`src/rtl/axis_output_pipe.sv`:
```
// Egress pipe: buffers one engine beat of ROWS words and streams it out as W_OUT-word AXI-Stream chunks.
// Optional statistics ports and counters are enabled by defining AXIS_OUTPUT_PIPE_STATS_EN.
module axis_output_pipe #(
   parameter int ROWS              = 8,
   parameter int WORD_WIDTH_OUT    = 32,
   parameter int M_OUTPUT_WIDTH_LF = 96
) (
   input  logic                                          aclk,
   input  logic                                          areset,
   output logic                                          s_axis_tready,
   input  logic                                          s_axis_tvalid,
   input  logic                                          s_axis_tlast,
   input  logic [ROWS*WORD_WIDTH_OUT-1:0]                s_axis_tdata,
   input  logic                                          m_axis_tready,
   output logic                                          m_axis_tvalid,
   output logic                                          m_axis_tlast,
   output logic [M_OUTPUT_WIDTH_LF-1:0]                  m_axis_tdata,
   output logic [M_OUTPUT_WIDTH_LF/WORD_WIDTH_OUT-1:0]   m_axis_tkeep
`ifdef AXIS_OUTPUT_PIPE_STATS_EN
   ,
   output logic [31:0]                                   m_stat_packets,
   output logic [31:0]                                   m_stat_stalls
`endif
);

   localparam int W_OUT      = M_OUTPUT_WIDTH_LF / WORD_WIDTH_OUT;
   localparam int NUM_CHUNKS = (ROWS + W_OUT - 1) / W_OUT;
   localparam int LAST_WORDS = ROWS - (NUM_CHUNKS - 1) * W_OUT;
   localparam int CHUNK_W    = (NUM_CHUNKS > 1) ? $clog2(NUM_CHUNKS) : 1;
   localparam int DATA_W     = ROWS * WORD_WIDTH_OUT;
   localparam int PAD_W      = NUM_CHUNKS * M_OUTPUT_WIDTH_LF;

   localparam logic [CHUNK_W-1:0] LAST_CHUNK = CHUNK_W'(NUM_CHUNKS - 1);
   localparam logic [W_OUT-1:0]   FULL_KEEP  = {W_OUT{1'b1}};
   localparam logic [W_OUT-1:0]   LAST_KEEP  = FULL_KEEP >> (W_OUT - LAST_WORDS);

   typedef enum logic {
      EMPTY = 1'b0,
      SEND  = 1'b1
   } state_t;

   state_t               state;
   logic [CHUNK_W-1:0]   chunk;
   logic [DATA_W-1:0]    buf_data;
   logic                 buf_last;
   logic                 full;
   logic                 last_chunk;
   logic                 load;
   logic                 out_hs;
   logic [PAD_W-1:0]     padded_data;

   assign full          = (state == SEND);
   assign last_chunk    = (chunk == LAST_CHUNK);
   assign s_axis_tready = !areset && (!full || (m_axis_tready && last_chunk));
   assign load          = s_axis_tvalid && s_axis_tready;
   assign out_hs        = full && m_axis_tready;

   // Zero-extend the buffer to a whole number of chunks so the tail chunk reads zeros past ROWS.
   always_comb begin
      padded_data             = '0;
      padded_data[DATA_W-1:0] = buf_data;
   end

   assign m_axis_tvalid = full;
   assign m_axis_tlast  = full && buf_last && last_chunk;
   assign m_axis_tdata  = full ? padded_data[chunk*M_OUTPUT_WIDTH_LF +: M_OUTPUT_WIDTH_LF] : '0;
   assign m_axis_tkeep  = full ? (last_chunk ? LAST_KEEP : FULL_KEEP) : '0;

   // A load always wins over the final chunk leaving, which is what makes back-to-back beats bubble-free.
   always_ff @(posedge aclk) begin
      if (areset) begin
         state    <= EMPTY;
         chunk    <= '0;
         buf_data <= '0;
         buf_last <= 1'b0;
      end else if (load) begin
         state    <= SEND;
         chunk    <= '0;
         buf_data <= s_axis_tdata;
         buf_last <= s_axis_tlast;
      end else if (out_hs) begin
         if (last_chunk) begin
            state <= EMPTY;
            chunk <= '0;
         end else begin
            chunk <= chunk + 1'b1;
         end
      end
   end

`ifdef AXIS_OUTPUT_PIPE_STATS_EN
   always_ff @(posedge aclk) begin
      if (areset) begin
         m_stat_packets <= '0;
         m_stat_stalls  <= '0;
      end else begin
         if (out_hs && m_axis_tlast) begin
            m_stat_packets <= m_stat_packets + 32'd1;
         end
         if (full && !m_axis_tready) begin
            m_stat_stalls <= m_stat_stalls + 32'd1;
         end
      end
   end
`endif

endmodule

```
`config.mk`:
```
export PLATFORM = sky130hd
export DESIGN_NAME = axis_output_pipe
export DESIGN_NICKNAME = d
export VERILOG_FILES = /design/src/rtl/axis_output_pipe.sv
export SDC_FILE = /design/constraint.sdc
export NUM_CORES = 1
export LEC_CHECK = 0
export ABC_AREA = 1
export BUFFER_PORTS_ARGS = -buffer_cell sky130_fd_sc_hd__buf_2
export CAP_MARGIN = 20
export CELL_PAD_IN_SITES_DETAIL_PLACEMENT = 0
export CELL_PAD_IN_SITES_GLOBAL_PLACEMENT = 1
export CORE_MARGIN = 4
export CORE_UTILIZATION = 32
export DETAILED_ROUTE_END_ITERATION = 10
export GPL_TIMING_DRIVEN = 0
export PLACE_DENSITY_LB_ADDON = 0.12
export SETUP_SLACK_MARGIN = 0.05
export SLEW_MARGIN = 30
export SYNTH_ARGS = -nofsm -noshare
export SYNTH_HDL_FRONTEND = slang
export SYNTH_SLANG_ARGS = --single-unit
```
`constraint.sdc`:
```
create_clock -name aclk -period 1.23 [get_ports aclk]
set_input_delay 0.0615 -clock aclk [delete_from_list [all_inputs] [get_ports aclk]]
set_output_delay 0.0615 -clock aclk [all_outputs]
set_load 0.02 [all_outputs]
```
==> run_results.csv, run 1 <==
group,metric,value,unit
drt,routed_wl,51.8,mm
synth,syn_nets,1916,
clock_network,cts_max_path_buffers,3,
min_path,hp-class,"in -> reg",
sta,period_share,1.66,
synth,synth_top_family_by_area,"simple AND/OR/NAND/NOR gates",
layout,area_delta_synth_final,79.7,%
placed_design,gp_congestion,0.808,
die,start_util,0.323,
synth,ys_types,17,
clock_network,cts_max_level,1,
clock_network,cts_sinks,260,
synth,ys_seq_area_frac,0.454,
critical_path,startpoint_type,"register",
synth,synth_enable_flop_cells,0,
drt,firstDrtPassIters,5,
global_route,grt_pass1_wl,76.7,mm
clock_network,path_clk_slew,0.06,ns
sta,finalSetupViolCount,362,
die,num_rows,69,
critical_path,setup.worst_path.class,"reg -> out",
sta,worst_pin_slew,0.917,ns
critical_path,critPathMaxFanout,7,
synth,synthCells,1655,
placed_design,hpwl,34.6,mm
global_route,antenna_found_initial,1,
synth,synth_fa_ha_area_frac,0,
power_and_ir_drop,power.total,23100,uW
min_path,min_from,"s_axis_tvalid",
drt,drc,0,
clock_network,cts_made_buffers,30,
synth,ys_top_cells_by_count,"578 x nand3_1, 517 x nand2_1, 260 x dfxtp_1",
drt,routed_via_density,4.89,
synth,synth.mux.area_fraction,0,
clock_network,root_buffer,"clkbuf_16",
outcome,violations,"negative setup slack",
synth,synth_area,11500,um2
synth,syn_area_per_cell,6.93,um2
synth,synth_top_area_share,0.454,
critical_path,critPathCaptureType,"output port",
placed_design,port_buffers,361,
power_and_ir_drop,power_density,1120,nW/um2
die,die_height,197,um
sta,finalMaxSlewViolations,0,
synth,yosysWarnings,0,
sta,fin_hold_ws,0.0911,ns
layout,fillCellCount,3311,
layout,seq_area,5210,um2
synth,synthArstFlopShare,0,
die,dieArea,38900,um2
sta,skew,0.00653,ns
critical_path,critical_path_required,1.17,ns
outcome,status,"finished, violations left",
synth,synthFlopType,"dfxtp_1",
sta,tns,-191.82,ns
clock_network,clock_latency,0.55,ns
clock_network,tritoncts,"done",
synth,synthSimpleGateAreaFrac,0.437,
power_and_ir_drop,vdd_ir_drop_max,1.08,mV
synth,yosysMostFrequentCell,"nand3_1",
drt,avgRoutedWirePerCell,18.1,um
synth,synthTopCellsByArea,"dfxtp_1 45%, nand3_1 25%, nand2_1 17%",
critical_path,rr_startpoint,"chunk[0]",
die,fp.dieW,197,um
global_route,grt_max_degree,15,
power_and_ir_drop,p_leak,0.0103,uW
sta,rsz0062_at_grt,"true",
critical_path,startpoint,"chunk[0]",
sta,relSlewSlack,0.388,
synth,synth-compound-area-share,0.0230,
flow_run,cap_violations,0,
sta,finalHoldViolations,0,
sta,finalCriticalPeriod,2.05,ns
die,core-area,35500,um2
layout,multi_input_area,6290,um2
global_route,globalRouteTotalUtil,0.246,
drt,drtIter0Drc,585,
layout,final_nets,2630,
die,io_pins,363,
synth,yosys.area_share.xor_xnor,0,
global_route,grt_overflow,0,
layout,drive_gt1_frac,0.353,
synth,synth_area_leader_cell,"dfxtp_1",
global_route,grt_pass1_vias,13600,
drt,ant_nets,0,
sta,finalWorstSetupSlack,-0.818,ns
synth,ys_ff_latch,260,
drt,via_count,13900,
critical_path,arrival,1.99,ns
sta,timing.fmax,488,MHz
## cells in the final DEF, fill, tap and decap left out, types with 48 or more instances in the layout
cell / count
inv_2: 48
buf_2: 289
dfxtp_1: 257
clkbuf_16: 50
nand2_2: 48
dlygate4sd3_1: 259
nand3_1: 487
buf_6: 99
nand3_2: 90
nand2_1: 457
## per-stage QoR
stage,instances,area (um2),util,setup WS [ns]
floorplan,1655,11800,-,0.00522
global route,2852,20600,0.580,-0.894
CTS,2813,19200,0.540,-0.816
finish,2853,20600,0.580,-0.818
global placement,2477,14200,0.400,-0.787
detailed placement,2478,14200,0.400,-0.604
## cells by family (layout without fill, tap and decap cells)
logic type | Yosys count | count (layout)
simple gates | 1138 | 1139
flops | 260 | 260
buf+inv | 221 | 955
compound gates | 36 | 36
other cells | 0 | 2
## final timing paths
path         slack [ns]          endpoint  depth (start not counted)
min                0.09     buf_data[252]                          5
max               -0.82  m_axis_tdata[65]                          9
min reg2reg        0.46      buf_data[64]                          2
max reg2reg       -0.56      buf_data[41]                         12
## critical path, cell delays in order, from the launching register on
cell,delay [ns]
dfxtp_4,0.40
inv_4,0.05
nor2_4,0.14
buf_12,0.14
buf_12,0.16
buf_4,0.13
buf_12,0.10
a22oi_2,0.06
nor2_2,0.12
buf_6,0.12
## repair_timing
item	4_1_cts	5_1_grt
endpoints found under the setup margin	362	362
pin swaps	11	72
gates resized for setup	300	219
hold endpoints to repair	260	0
gates cloned	6	20
setup buffers	17	21
hold buffers	259	0
## power breakdown
part / internal [uW] / total, uW / switching [uW]
logic: 2280 / 4550 / 2270
clock network: 5510 / 9100 / 3590
registers: 9080 / 9490 / 418
## layout make-up
cell class | count | area share
antenna | 2 | 0.000243
buffer | 151 | 0.0630
clock buffer | 44 | 0.0444
clock inverter | 9 | 0.00462
inverter | 68 | 0.0129
multi-input combinational | 1175 | 0.305
sequential | 260 | 0.253
tap | 461 | 0.0280
timing repair buffer | 683 | 0.288
## layer usage
| layer | share of wire | wire length [um] | vias to the layer above | global-route usage |
|---|---|---|---|---|
| li1 | - | - | 6904 | - |
| met1 | 0.43 | 22100 | 6518 | 0.326 |
| met2 | 0.49 | 25200 | 434 | 0.416 |
| met3 | 0.057 | 2950 | 82 | 0.0404 |
| met4 | 0.029 | 1520 | 0 | 0.0719 |
| met5 | 0 | 0 | - | 0 |
## registers in the layout (all words and copies together), names as in the netlist
register and count:
buf_data 256, chunk 2, m_axis_tvalid 1, buf_last 1
Power figures use the tool's default switching activity.
==> run 2, diff against run 1 <==
- CORE_MARGIN: 4 -> unset
- GPL_TIMING_DRIVEN: 0 -> unset
==> run 2 against run 1 <==
Against the previous run:
- via count is 5.2% lower
- die area down 6.0%
- hold slack worse by 0.035 ns
- highest routed layer unchanged
- core utilization decreased by 4.9 points
- power fell by 4.5%
- worst setup slack is essentially flat
- wire length down 14%
- count of clock-buffer cells in the layout is 2 higher
- clock power is 2% lower
- cell count is 4.8% lower
- sequential cell count stayed put
- critical path depth unchanged
- the run still ends with negative setup slack left
==> run_results.csv, run 2 (synthesized netlist as in run 1, its figures left out) <==
group,metric,value,unit
outcome,status,"finished, violations left",
outcome,violations,"negative setup slack",
die,num_rows,68,
critical_path,path_depth,9,
sta,fin_hold_ws,0.0561,ns
critical_path,setup.worst_path.class,"reg -> out",
critical_path,rr_startpoint,"chunk[0]",
critical_path,startpoint_type,"register",
global_route,grt_max_degree,114,
global_route,globalRouteTotalUtil,0.226,
global_route,antenna_found_initial,2,
critical_path,crit_path_top_delay_cell,"dfxtp_4",
critical_path,critical_path_required,1.17,ns
drt,ant_nets,0,
drt,routed_via_density,4.87,
drt,drc,0,
drt,avgRoutedWirePerCell,16.4,um
power_and_ir_drop,power_frac_clock,0.403,
sta,finalMaxSlewViolations,0,
drt,wl_met1,19.8,mm
placed_design,port_buffers,362,
drt,drtIter0Drc,826,
drt,firstDrtPassIters,5,
die,fp.dieW,191,um
critical_path,cp_top_family,"buffers and inverters",
min_path,whs_path_depth,4,
power_and_ir_drop,vdd_ir_drop_max,1.11,mV
sta,finalSetupViolCount,362,
drt,via_count,13200,
layout,stdcell_count,2716,
drt,wl_met3,2.33,mm
layout,final_nets,2498,
layout,largest-register,"buf_data",
layout,most-common-layout-cells,"574 x nand3_1, 510 x nand2_1, 295 x buf_2",
flow_run,cap_violations,0,
sta,worst_pin_slew,0.594,ns
critical_path,path_buf_inv,5,
sta,timing.fmax,488,MHz
critical_path,max_stage_delay,0.37,ns
power_and_ir_drop,power_density,1190,nW/um2
sta,rsz0062_at_grt,"true",
die,dieArea,36600,um2
sta,finalWorstSetupSlack,-0.818,ns
placed_design,dp.cells,2380,
power_and_ir_drop,power_frac_comb,0.171,
global_route,grt_pass1_vias,12900,
placed_design,hpwl,26.5,mm
global_route,grt_overflow,0,
sta,finalHoldViolations,0,
drt,top_layer,"met4",
critical_path,critPathMaxFanout,10,
critical_path,startpoint,"chunk[1]",
min_path,min_from,"s_axis_tvalid",
layout,area_delta_synth_final,61.6,%
clock_network,path_clk_slew,0.06,ns
clock_network,cts_sinks,260,
layout,top_regs,"buf_data x256, chunk x2",
clock_network,tritoncts,"done",
critical_path,arrival,1.99,ns
die,die_height,191,um
power_and_ir_drop,power.total,22100,uW
sta,finalCriticalPeriod,2.05,ns
power_and_ir_drop,intPower,16300,uW
layout,drive_gt1_frac,0.266,
placed_design,place_ws,-0.257,ns
sta,skew,0.0110,ns
critical_path,path_cells,"buf_6 -> nor2_4 -> buf_4 -> clkbuf_16 -> nand2_1 -> nand3_1 -> nand2_1 -> inv_1 -> buf_4",
critical_path,r2r_cells,8,
layout,finalCoreUtilization,0.531,
clock_network,cts_made_buffers,30,
placed_design,gp_congestion,0.798,
layout,largest_reg_flops,256,
power_and_ir_drop,p_switching,5800,uW
clock_network,cts_max_level,1,
sta,period_share,1.66,
power_and_ir_drop,pwr-share-seq,0.426,
clock_network,clock_latency,0.54,ns
power_and_ir_drop,netSwitchingFraction,0.262,
clock_network,root_buffer,"clkbuf_16",
sta,relSlewSlack,0.604,
drt,routed_wl,44.5,mm
layout,final_common_cell,"nand3_1",
layout,fillCellCount,3460,
critical_path,critPathCaptureType,"output port",
clock_network,cts_max_path_buffers,3,
die,start_util,0.329,
drt,dr_wl_met2,21.3,mm
power_and_ir_drop,p_leak,0.00929,uW
min_path,hp-class,"in -> reg",
die,core-area,34900,um2
global_route,grt_pass1_wl,67.0,mm
die,io_pins,363,
==> run 2: cell count changes in the layout (fill, tap and decap cells not counted), moves of 21 or more <==
cell and change:
nand3_1 +87, nand3_2 -86, buf_6 -76, nand2_1 +53, clkbuf_1 -42, nand2_2 -42, buf_4 +29, a22oi_1 +21
a22oi_2 -21
==> run 2: worst min-delay path: cells and delay by family <==
kind                   cells  cell delay (ns)
buffers and inverters      2             0.34
AND/OR/NAND/NOR            2             0.14
==> run 2: layout make-up <==
type	count	area, um2	share of cell area
well taps	455	569	0.0307
multi-input cells	1174	5520	0.298
clock buffers	46	932	0.0503
clock inverters	8	65.1	0.00351
inverters	68	267	0.0144
flip-flops and latches	260	5210	0.281
repair buffers	703	5960	0.322
diodes	2	5.00	0.000270
==> run 2: power groups by stage <==
stage | Combinational (uW) | Clock [uW] | Sequential (uW)
after CTS | 3660 | 9170 | 9400
final | 3780 | 8910 | 9410
after global placement | 2930 | 0 | 9570
after detailed placement | 2960 | 0 | 9580
after floorplan | 1780 | 0 | 9510
after global routing | 4140 | 9530 | 9480
==> run 2: layer usage <==
layer,GRT usage,vias to the layer above
li1,-,6619
met1,0.292,6121
met2,0.381,402
met3,0.0321,74
met4,0.0806,0
met5,0,-
==> run 2: repair_timing <==
action,in CTS,in global routing
endpoints found under the hold margin,260,0
setup endpoints to repair,362,362
buffers inserted,1,9
hold buffers,259,0
pin swaps,2,15
gates resized for setup,78,44
gates cloned,0,11
==> run 2: path summary, 6_finish.rpt <==
| kind | end | slack, ns |
|---|---|---|
| min | buf_data[136] | 0.06 |
| max reg2reg | buf_data[179] | -0.42 |
| min reg2reg | buf_data[42] | 0.46 |
| max | m_axis_tdata[9] | -0.82 |
==> run 2: per-stage QoR <==
stage          cell area, um2  TNS, ns
4_1_cts                 18000  -125.33
5_1_grt                 18500  -192.73
6_report                18500  -154.29
2_1_floorplan           11800        0
3_3_place_gp            14200   -65.78
3_5_place_dp            14200   -68.56
